$ cat config.mk
export PLATFORM = sky130hd
export DESIGN_NAME = quad_encoder_decoder_flat
export DESIGN_NICKNAME = d
export VERILOG_FILES = /design/src/rtl/quad_encoder_decoder_if.sv /design/src/rtl/quad_encoder_decoder.sv /design/src/flat_wrapper.sv
export SDC_FILE = /design/constraint.sdc
export NUM_CORES = 1
export LEC_CHECK = 0
export BUFFER_PORTS_ARGS = -buffer_cell sky130_fd_sc_hd__buf_4
export CAP_MARGIN = 20
export CORE_MARGIN = 4
export CORE_UTILIZATION = 35
export DETAILED_ROUTE_END_ITERATION = 16
export MAX_ROUTING_LAYER = met4
export SETUP_SLACK_MARGIN = 0.5
export SKIP_LAST_GASP = 1
export SYNTH_ARGS = -nofsm -noshare
export SYNTH_HDL_FRONTEND = slang
export SYNTH_SLANG_ARGS = --single-unit
$ cat constraint.sdc
create_clock -name clk -period 6.7 [get_ports clk]
set_input_delay 1.34 -clock clk [delete_from_list [all_inputs] [get_ports clk]]
set_output_delay 1.34 -clock clk [all_outputs]
set_load 0.01 [all_outputs]
$ cat src/rtl/quad_encoder_decoder_if.sv
// Quadrature encoder front-end bus: raw pins and clear request in,
// detent pulse, direction, sticky error and filtered phase out.
interface quad_encoder_decoder_if;
  logic       enc_a;
  logic       enc_b;
  logic       err_clr;
  logic       step;
  logic       upDown;
  logic       err;
  logic [1:0] phase;

  // Side that drives the pins and consumes the decoded outputs
  modport master (
    output enc_a,
    output enc_b,
    output err_clr,
    input  step,
    input  upDown,
    input  err,
    input  phase
  );

  // Decoder side
  modport slave (
    input  enc_a,
    input  enc_b,
    input  err_clr,
    output step,
    output upDown,
    output err,
    output phase
  );
endinterface

$ cat src/rtl/quad_encoder_decoder.sv
// Rotary encoder front end: synchronizes and debounces the A/B pins as a
// pair, decodes Gray-code quarter transitions and folds them into whole
// detents, emitting a one-cycle step pulse with a held direction bit.
module quad_encoder_decoder #(
  parameter int SYNC_STAGES      = 2,
  parameter int DEBOUNCE         = 4,
  parameter int STEPS_PER_DETENT = 4
) (
  input  logic                  clk,
  input  logic                  reset,
  quad_encoder_decoder_if.slave bus
);

  typedef enum logic [0:0] {
    ST_INIT  = 1'b0,
    ST_TRACK = 1'b1
  } state_t;

  localparam logic        [7:0] DEB_LIMIT = 8'(DEBOUNCE);
  localparam logic signed [3:0] ACC_POS   = 4'(STEPS_PER_DETENT);
  localparam logic signed [3:0] ACC_NEG   = 4'(-STEPS_PER_DETENT);

  // Position of a pin pair along the forward sequence 00->01->11->10.
  function automatic logic [1:0] gray_pos(input logic [1:0] ab);
    logic [1:0] pos;
    case (ab)
      2'b00:   pos = 2'd0;
      2'b01:   pos = 2'd1;
      2'b11:   pos = 2'd2;
      2'b10:   pos = 2'd3;
      default: pos = 2'd0;
    endcase
    return pos;
  endfunction

  logic [SYNC_STAGES-1:0] sync_a_r;
  logic [SYNC_STAGES-1:0] sync_b_r;
  logic [1:0]             s_s;
  logic [1:0]             s_prev_r;
  logic [7:0]             cnt_r;
  logic [7:0]             cnt_next_s;
  logic                   blank_r;
  logic                   accept_s;
  logic [1:0]             move_s;
  logic signed [3:0]      accum_r;
  logic signed [3:0]      accum_inc_s;
  logic signed [3:0]      accum_dec_s;
  state_t                 state_r;
  logic                   step_r;
  logic                   updown_r;
  logic                   err_r;
  logic [1:0]             phase_r;

  assign s_s         = {sync_a_r[SYNC_STAGES-1], sync_b_r[SYNC_STAGES-1]};
  assign move_s      = gray_pos(s_s) - gray_pos(phase_r);
  assign accum_inc_s = accum_r + 4'sd1;
  assign accum_dec_s = accum_r - 4'sd1;

  // Stability counter: counts consecutive cycles the synchronized pair has
  // held a value different from phase. The first cycle at a new value
  // already counts as one, so acceptance lands SYNC_STAGES+DEBOUNCE edges
  // after the pin change. The cycle right after an accept is blanked so
  // accepts are always at least DEBOUNCE+1 cycles apart.
  always_comb begin
    cnt_next_s = 8'd0;
    accept_s   = 1'b0;
    if (blank_r || (s_s == phase_r)) begin
      cnt_next_s = 8'd0;
    end else if (s_s != s_prev_r) begin
      cnt_next_s = 8'd1;
    end else begin
      cnt_next_s = cnt_r + 8'd1;
    end
    if (cnt_next_s == DEB_LIMIT) begin
      accept_s = 1'b1;
    end else begin
      accept_s = 1'b0;
    end
  end

  // Input synchronizer chains and debounce counter state
  always_ff @(posedge clk) begin
    if (reset) begin
      sync_a_r <= '0;
      sync_b_r <= '0;
      s_prev_r <= 2'b00;
      cnt_r    <= 8'd0;
      blank_r  <= 1'b0;
    end else begin
      sync_a_r <= {sync_a_r[SYNC_STAGES-2:0], bus.enc_a};
      sync_b_r <= {sync_b_r[SYNC_STAGES-2:0], bus.enc_b};
      s_prev_r <= s_s;
      cnt_r    <= accept_s ? 8'd0 : cnt_next_s;
      blank_r  <= accept_s;
    end
  end

  // Decode FSM: first accept only seeds phase, later accepts are decoded
  // into quarter steps, detent pulses and the sticky illegal-move flag
  always_ff @(posedge clk) begin
    if (reset) begin
      state_r  <= ST_INIT;
      accum_r  <= 4'sd0;
      step_r   <= 1'b0;
      updown_r <= 1'b1;
      err_r    <= 1'b0;
      phase_r  <= 2'b00;
    end else begin
      step_r <= 1'b0;
      if (bus.err_clr) begin
        err_r <= 1'b0;
      end
      if (accept_s) begin
        phase_r <= s_s;
        case (state_r)
          ST_INIT: begin
            state_r <= ST_TRACK;
          end
          ST_TRACK: begin
            case (move_s)
              2'd1: begin
                if (accum_inc_s == ACC_POS) begin
                  step_r   <= 1'b1;
                  updown_r <= 1'b1;
                  accum_r  <= 4'sd0;
                end else begin
                  accum_r  <= accum_inc_s;
                end
              end
              2'd3: begin
                if (accum_dec_s == ACC_NEG) begin
                  step_r   <= 1'b1;
                  updown_r <= 1'b0;
                  accum_r  <= 4'sd0;
                end else begin
                  accum_r  <= accum_dec_s;
                end
              end
              default: begin
                // both bits moved at once; a new error wins over err_clr
                err_r   <= 1'b1;
                accum_r <= 4'sd0;
              end
            endcase
          end
          default: begin
            state_r <= ST_INIT;
          end
        endcase
      end
    end
  end

  assign bus.step   = step_r;
  assign bus.upDown = updown_r;
  assign bus.err    = err_r;
  assign bus.phase  = phase_r;

endmodule

$ cat src/flat_wrapper.sv
// flat-port wrapper written by rule: the top's interface ports become plain ports
module quad_encoder_decoder_flat 
#(
  parameter int SYNC_STAGES      = 2,
  parameter int DEBOUNCE         = 4,
  parameter int STEPS_PER_DETENT = 4
)
  (clk, reset, bus_enc_a, bus_enc_b, bus_err_clr, bus_step, bus_upDown, bus_err, bus_phase);
  quad_encoder_decoder_if bus_i ();
  input  logic clk;
  input  logic reset;
  input wire logic [$bits(bus_i.enc_a)-1:0] bus_enc_a;
  input wire logic [$bits(bus_i.enc_b)-1:0] bus_enc_b;
  input wire logic [$bits(bus_i.err_clr)-1:0] bus_err_clr;
  output wire logic [$bits(bus_i.step)-1:0] bus_step;
  output wire logic [$bits(bus_i.upDown)-1:0] bus_upDown;
  output wire logic [$bits(bus_i.err)-1:0] bus_err;
  output wire logic [$bits(bus_i.phase)-1:0] bus_phase;
  assign bus_i.enc_a = bus_enc_a;
  assign bus_i.enc_b = bus_enc_b;
  assign bus_i.err_clr = bus_err_clr;
  assign bus_step = bus_i.step;
  assign bus_upDown = bus_i.upDown;
  assign bus_err = bus_i.err;
  assign bus_phase = bus_i.phase;
  quad_encoder_decoder #(.SYNC_STAGES(SYNC_STAGES), .DEBOUNCE(DEBOUNCE), .STEPS_PER_DETENT(STEPS_PER_DETENT)) u_core (.clk(clk), .reset(reset), .bus(bus_i));
endmodule
**Yosys cells after proc, flatten, opt, wreduce, memory -nomap -nowiden**

Cells that the tools add are included.

- Register bits: 25

- Add/subtract/negate cells: 4
- Bitwise operators: 2
- Mux-type cells: 18
- Eq/ne operators: 15
- Reductions and logical operators: 9

Operator list:

| operator | number |
|---|---|
| 8-bit 2-to-1 mux | 2 |
| 2-bit one-hot mux with 4 select lines | 2 |
| 2-bit == test (second input constant) | 5 |
| 1-bit 2-to-1 mux | 9 |
| 8-bit by 1-bit adder with 8-bit output (second input constant) | 1 |
| 8-bit by 3-bit == test with 1-bit output (second input constant) | 1 |
| 4-bit 2-to-1 mux | 2 |
| 4-bit one-hot mux with 2 select lines | 1 |
| 2-bit by 1-bit == test with 1-bit output (second input constant) | 3 |
| 5-bit AND reduction | 1 |
| 4-bit by 2-bit adder with 4-bit output (second input constant) | 1 |
| 4-bit by 3-bit == test with 1-bit output (second input constant) | 1 |
| 4-bit == test (second input constant) | 1 |
| 2-bit zero test | 2 |
| 2-bit by 1-bit != test with 1-bit output (second input constant) | 2 |
| 1-bit one-hot mux with 2 select lines | 2 |
| 2-bit OR reduction | 2 |
| 4-bit by 2-bit subtractor with 4-bit output (second input constant) | 1 |
| 3-bit OR reduction | 1 |
| 2-bit == test | 1 |
| 2-bit != test | 1 |
| 1-bit inverter | 2 |
| 2-bit AND reduction | 1 |
| 2-bit nonzero test | 1 |
| 2 further kinds | 2 |

**Longest topological paths before layout**

- Word-level depth: 8
- Depth in mapped cells: 10

**Worst setup path before layout**

OpenSTA, ideal clock, no wires.

- Path type: register to register
- From: register u_core.phase_r[0] (netlist: u_core.bus.phase[0])
- To: register u_core.updown_r (netlist: u_core.bus.upDown)
- Required time: 6.628 ns
- Path buffers: 1
- Library setup time: 0.072 ns
- Cell stages (with the launch flop): 10
- Arrival time: 2.179 ns
- Slack: 4.449 ns
- Cell sequence: dfxtp_1 > inv_1 > ha_1 > ha_1 > xnor3_1 > buf_2 > nand3_1 > o31a_1 > nor4b_4 > mux2i_1

- Cells in the longest elaborated chain, start to end: 6
- Elaborated cells on any way between the ends: 18
- Those cells by class: add/sub: 1; eq/ne: 9; mux: 4; reduce/logical: 4

RTL lines:

| item | RTL line | source |
|---|---|---|
| from (decl) | quad_encoder_decoder.sv:52 | `logic [1:0] phase_r;` |
| from (signal assigned) | quad_encoder_decoder.sv:114 | `phase_r <= s_s;` |
| 2-bit == test (tied with other cells) | quad_encoder_decoder.sv:26 | `case (ab)` |
| 2-bit one-hot mux with 4 select lines / 1-bit logical OR (equally long branches) | quad_encoder_decoder.sv:26, quad_encoder_decoder.sv:67 |  |
| 2-bit subtractor / 8-bit 2-to-1 mux (equally long branches) | quad_encoder_decoder.sv:55, quad_encoder_decoder.sv:67 |  |
| 2-bit == test (tied with other cells) | quad_encoder_decoder.sv:120 | `case (move_s)` |
| 2-bit by 1-bit != test with 1-bit output (no line) (tied with other cells) | n/a |  |
| 5-bit AND reduction (no line) | n/a |  |
| to (signal assigned) | quad_encoder_decoder.sv:105 | `updown_r <= 1'b1;` |
| to (signal assigned) | quad_encoder_decoder.sv:124 | `updown_r <= 1'b1;` |
| to (signal assigned) | quad_encoder_decoder.sv:133 | `updown_r <= 1'b0;` |
| to (decl) | quad_encoder_decoder.sv:50 | `logic updown_r;` |

Several ways; a longest one is shown, not always the timed one.
A chain may end at the register's enable or synchronous reset.

**Worst setup path in the final report**

- From: register u_core.sync_b_r[1]
- To: register u_core.updown_r (netlist: u_core.bus.upDown)

- Cells in the longest elaborated chain, start to end: 6
- Elaborated cells on any way between the ends: 20
- Those cells by class: add/sub: 1; eq/ne: 10; mux: 5; reduce/logical: 4

RTL lines:

| item | RTL line | source |
|---|---|---|
| from (decl) | quad_encoder_decoder.sv:37 | `logic [SYNC_STAGES-1:0] sync_b_r;` |
| from (signal assigned) | quad_encoder_decoder.sv:91 | `sync_b_r <= {sync_b_r[SYNC_STAGES-2:0], bus.enc_b};` |
| 2-bit == test (tied with other cells) | quad_encoder_decoder.sv:26 |  |
| 2-bit one-hot mux with 4 select lines (tied with other cells) | quad_encoder_decoder.sv:26 |  |
| 2-bit subtractor / 8-bit 2-to-1 mux (equally long branches) | quad_encoder_decoder.sv:55, quad_encoder_decoder.sv:67 |  |
| 2-bit == test (tied with other cells) | quad_encoder_decoder.sv:120 |  |
| 2-bit by 1-bit != test with 1-bit output (no line) (tied with other cells) | n/a |  |
| 5-bit AND reduction (no line) | n/a |  |

Several ways; a longest one is shown, not always the timed one.

==> results <==
- The data required time of the critical path is roughly 7 ns.
- The flip-flop cell with the highest count after synthesis is dfxtp_1.
- The cell accounting for the most synthesized area is dfxtp_1.
- The design draws roughly 0.26 mW.
- Counting cells, the worst reg-to-reg path comes to 8.
- Data arrives at the worst endpoint at approximately 2.7 ns.
- The library cells used most frequently in the layout, excluding fill and tap cells, are dfxtp_1 (25), nor2_1 (15), ha_1 (11).
- Summing the sequential cell areas from Yosys gives between 30% and 40% of the chip area.
- The number of global-route vias before repair was roughly 1200.
- Setup repair after global routing left no endpoint under its margin.
- The number of pins with negative max-slew slack in the final report is 0.
- For this run, the detailed router's first-pass iteration total came to 4.
- In this run the deepest clock path goes through 2 buffers.
- The final cell count without fillers is 220.
- The later pin in the worst-skew pair is clocked with a latency of between 0.2 and 0.3 ns.
- The fraction of layout instances using a drive strength above 1 is 12.4%.
- In this run, synthesis inferred 0 flip-flops with an integrated enable.
- The placed wire-length estimate after detailed placement is ~2300 µm.
- The worst min-delay path class is flip-flop to flip-flop.
- The endpoint of the worst-slack reg-to-reg timing path is u_core.bus.upDown.
- The remaining number of nets flagged by the antenna check after routing is 0.
- Entering global routing, the biggest net connects 23 pins.
- In the routed design, unresolved DRC markers number 0.
- The initial cell density of the core is a little over a third.
- The worst clock skew on the final layout is 0.00347 ns.
- Setup slack on the worst reg-to-reg path comes out at 4.18 ns.
- The clock slew at the register clock pins of the worst setup and hold paths is about 0.090 ns.
- The total nets after synthesis is about 180.
- Measured against its own limit, the worst slew margin works out to between 70% and 80%.
- The startpoint of the lowest-slack register-to-register path is u_core.sync_b_r[1].
- At the pin with the least slew margin, the transition time is 0.430 ns.
- Clock tree synthesis inserted a total of 3 buffers.
- Synthesis instantiated between 40 and 50 different standard cells from the library.
- Synthesis produced a netlist whose cell count is approximately 170.
- Once the clock tree was built, the setup fixing pass inserted 0 buffers.
- Setup violations remaining at the end of the flow were counted as 0.
- The post-route fraction of the period consumed by the critical path is roughly 38%.
- The worst setup path is of the flip-flop to flip-flop kind.
- Measured on the finished design, the core utilization comes to between 30% and 40%.
- The clock drives 25 sinks.
- Dividing the detail-routed wire length by the instance count gives 13.9 µm.
- The total power per unit cell area is between 150 and 200 mW/mm².
- At the end of routability-driven placement, the weighted congestion stood at ~0.94.
- The first-pass GRT wire length is around 5300 µm.
- The average instance area after synthesis is 8.98 µm².
- Counting instances, the worst hold path has a depth of 1.
- The number of warnings issued by yosys is 0.
- Synthesis inferred 25 register bits.
- The die is around 73 µm wide.
- The initial antenna violation count was 0.
- Buffers placed on the I/O ports in this run total 9.
- The most common cell after layout, fill and taps aside is dfxtp_1.
- The number of placed instances, taps included, is about 220.
- The floorplan step defined a die boundary enclosing around 0.0053 mm².
- The cell area after synthesis is ~0.0015 mm².
- The number of DRC violations after detailed-routing iteration 0 is 81.
- From bottom edge to top edge, the die measures approximately 73 µm.
- The root buffer cell chosen for the clock tree is clkbuf_8.
- The number of hold buffers added after cts is 0.
- The number of gates resized after CTS was 0.
- For this run, the post-layout net count is 187.
- The detailed router placed between 1000 and 1500 vias in this run.
- The count of inserted antenna diode cells is 0.
- The startpoint identified for the worst hold timing path is u_core.sync_a_r[0].
- The top cell type by area accounts for 33.8% of the synthesized area.
- The leakage power is about 0.64 nW.
- The setup TNS is 0 ns.
- Static timing analysis puts the maximum clock frequency at around 0.40 GHz.
- The I/O pin count is 10.
- The number of max-cap violations is 0.
- The mean number of vias per cell is 5.28.
- TritonCTS built the clock tree.
- The routed design has 3060 µm of wire.
- The flow ran to the end, and the final reports show no timing, DRC or antenna violations.
- The clock period minus final worst setup slack is 2.52 ns.
- The signed area change from the synthesized netlist to the final layout is 9.46%.
- The worst hold path terminates at u_core.sync_a_r[1].
- In the synthesized netlist the async set-or-reset flop fraction comes to 0%.
- The area of the core is around 0.0041 mm².
- The highest net fanout along the worst path is 11.
- The overall routing resource usage is between 10% and 20%.
- By area the synthesized netlist is led by dfxtp_1 (34%), ha_1 (9.3%), xnor2_1 (5.9%).
- In this run the core area contains 23 standard-cell rows.
- VDD sags by at most approximately 0.071 mV.
- The maximum level of the CTS H-tree is 1.
- The final number of hold-violating endpoints is 0.
- STA classifies the critical path startpoint as a flip-flop.
- STA classifies the critical path endpoint as a flip-flop.
- Summed over all layers, the global routing overflow is 0.
## critical path, stage by stage (launching register included)
cell,delay [ns]
dfxtp_1,0.43
inv_1,0.11
ha_1,0.30
inv_1,0.05
ha_1,0.15
xnor3_1,0.54
o31a_1,0.40
nor4b_4,0.28
mux2i_1,0.19
## synth_stat cells (2+ instances only)
library cell  count
o21bai_1          2
nor3_1            5
o21ai_0           6
nand2_1           9
xor2_1            3
xnor2_1          10
inv_1            10
clkbuf_1          4
a311oi_1          2
nand3_1           5
ha_1             11
a31oi_1           3
nand2b_1          6
nand3b_1          2
nor2b_1           7
and3_1            2
a21oi_1           3
nor2_1           15
a311o_1           2
nand3_2           2
nand4_1           3
mux2i_1           3
dfxtp_1          25
## area by class of cell
type | count | area, µm²
fill | 423 | 2440
multi-input combinational | 122 | 907
sequential | 25 | 500
timing repair buffer | 9 | 67.6
tap | 50 | 62.6
clock buffer | 3 | 41.3
inverter | 10 | 37.5
clock inverter | 1 | 5.00
## per-layer routing
layer	track usage, %	vias up	share of wire [%]
met5	-	-	0
li1	-	579	-
met4	4.92	0	1.8
met3	1.24	4	3.5
met2	21.1	24	49
met1	16.2	555	46
## metrics by stage
| stage | worst slack [ns] | area [µm²] | hold WS [ns] |
|---|---|---|---|
| 2_1_floorplan | 4.45 | 1480 | 0.414 |
| 4_1_cts | 4.18 | 1620 | 0.462 |
| 6_report | 4.18 | 1620 | 0.457 |
| 5_1_grt | 4.03 | 1620 | 0.478 |
| 3_3_place_gp | 4.27 | 1580 | 0.440 |
| 3_5_place_dp | 4.20 | 1580 | 0.445 |
## state kept, by name, summed over array words and instances (netlist names)
signal and cells:
u_core.bus.upDown 1, u_core.blank_r 1, u_core.accum_r 4, u_core.sync_a_r 2
u_core.cnt_r 8, u_core.bus.err 1, u_core.state_r 1, u_core.s_prev_r 2
u_core.sync_b_r 2, u_core.bus.phase 2, u_core.bus.step 1
## kinds of logic after synthesis
kind of cell             count (synthesis)  synth area share [%]
XOR/XNOR                                14                  9.21
buffers and inverters                   18                  4.98
multiplexers                             4                  3.04
flip-flops                              25                  33.8
adder cells (fa/ha/maj)                 11                  9.29
AO/OA/AOI/OAI                           29                  13.9
AND/OR/NAND/NOR                         64                  25.8
## worst max path at each step
stage | start | end | slack (ns) | cells after the start
after floorplan | u_core.bus.phase[0] | u_core.bus.upDown | 4.45 | 9
after global placement | u_core.sync_b_r[1] | u_core.bus.upDown | 4.27 | 8
after detailed placement | u_core.sync_b_r[1] | u_core.bus.upDown | 4.20 | 8
after CTS | u_core.sync_b_r[1] | u_core.bus.upDown | 4.18 | 8
after global routing | u_core.sync_b_r[1] | u_core.bus.upDown | 4.03 | 8
final | u_core.sync_b_r[1] | u_core.bus.upDown | 4.18 | 8
## where the power goes
group | internal (mW) | switching, mW | total (mW) | leakage (nW)
Sequential | 0.150 | 0.00174 | 0.152 | 0.203
Clock | 0.0416 | 0.0487 | 0.0903 | 0.0255
Combinational | 0.00685 | 0.00896 | 0.0158 | 0.415
Note: power is estimated with default switching activity, not from simulation.
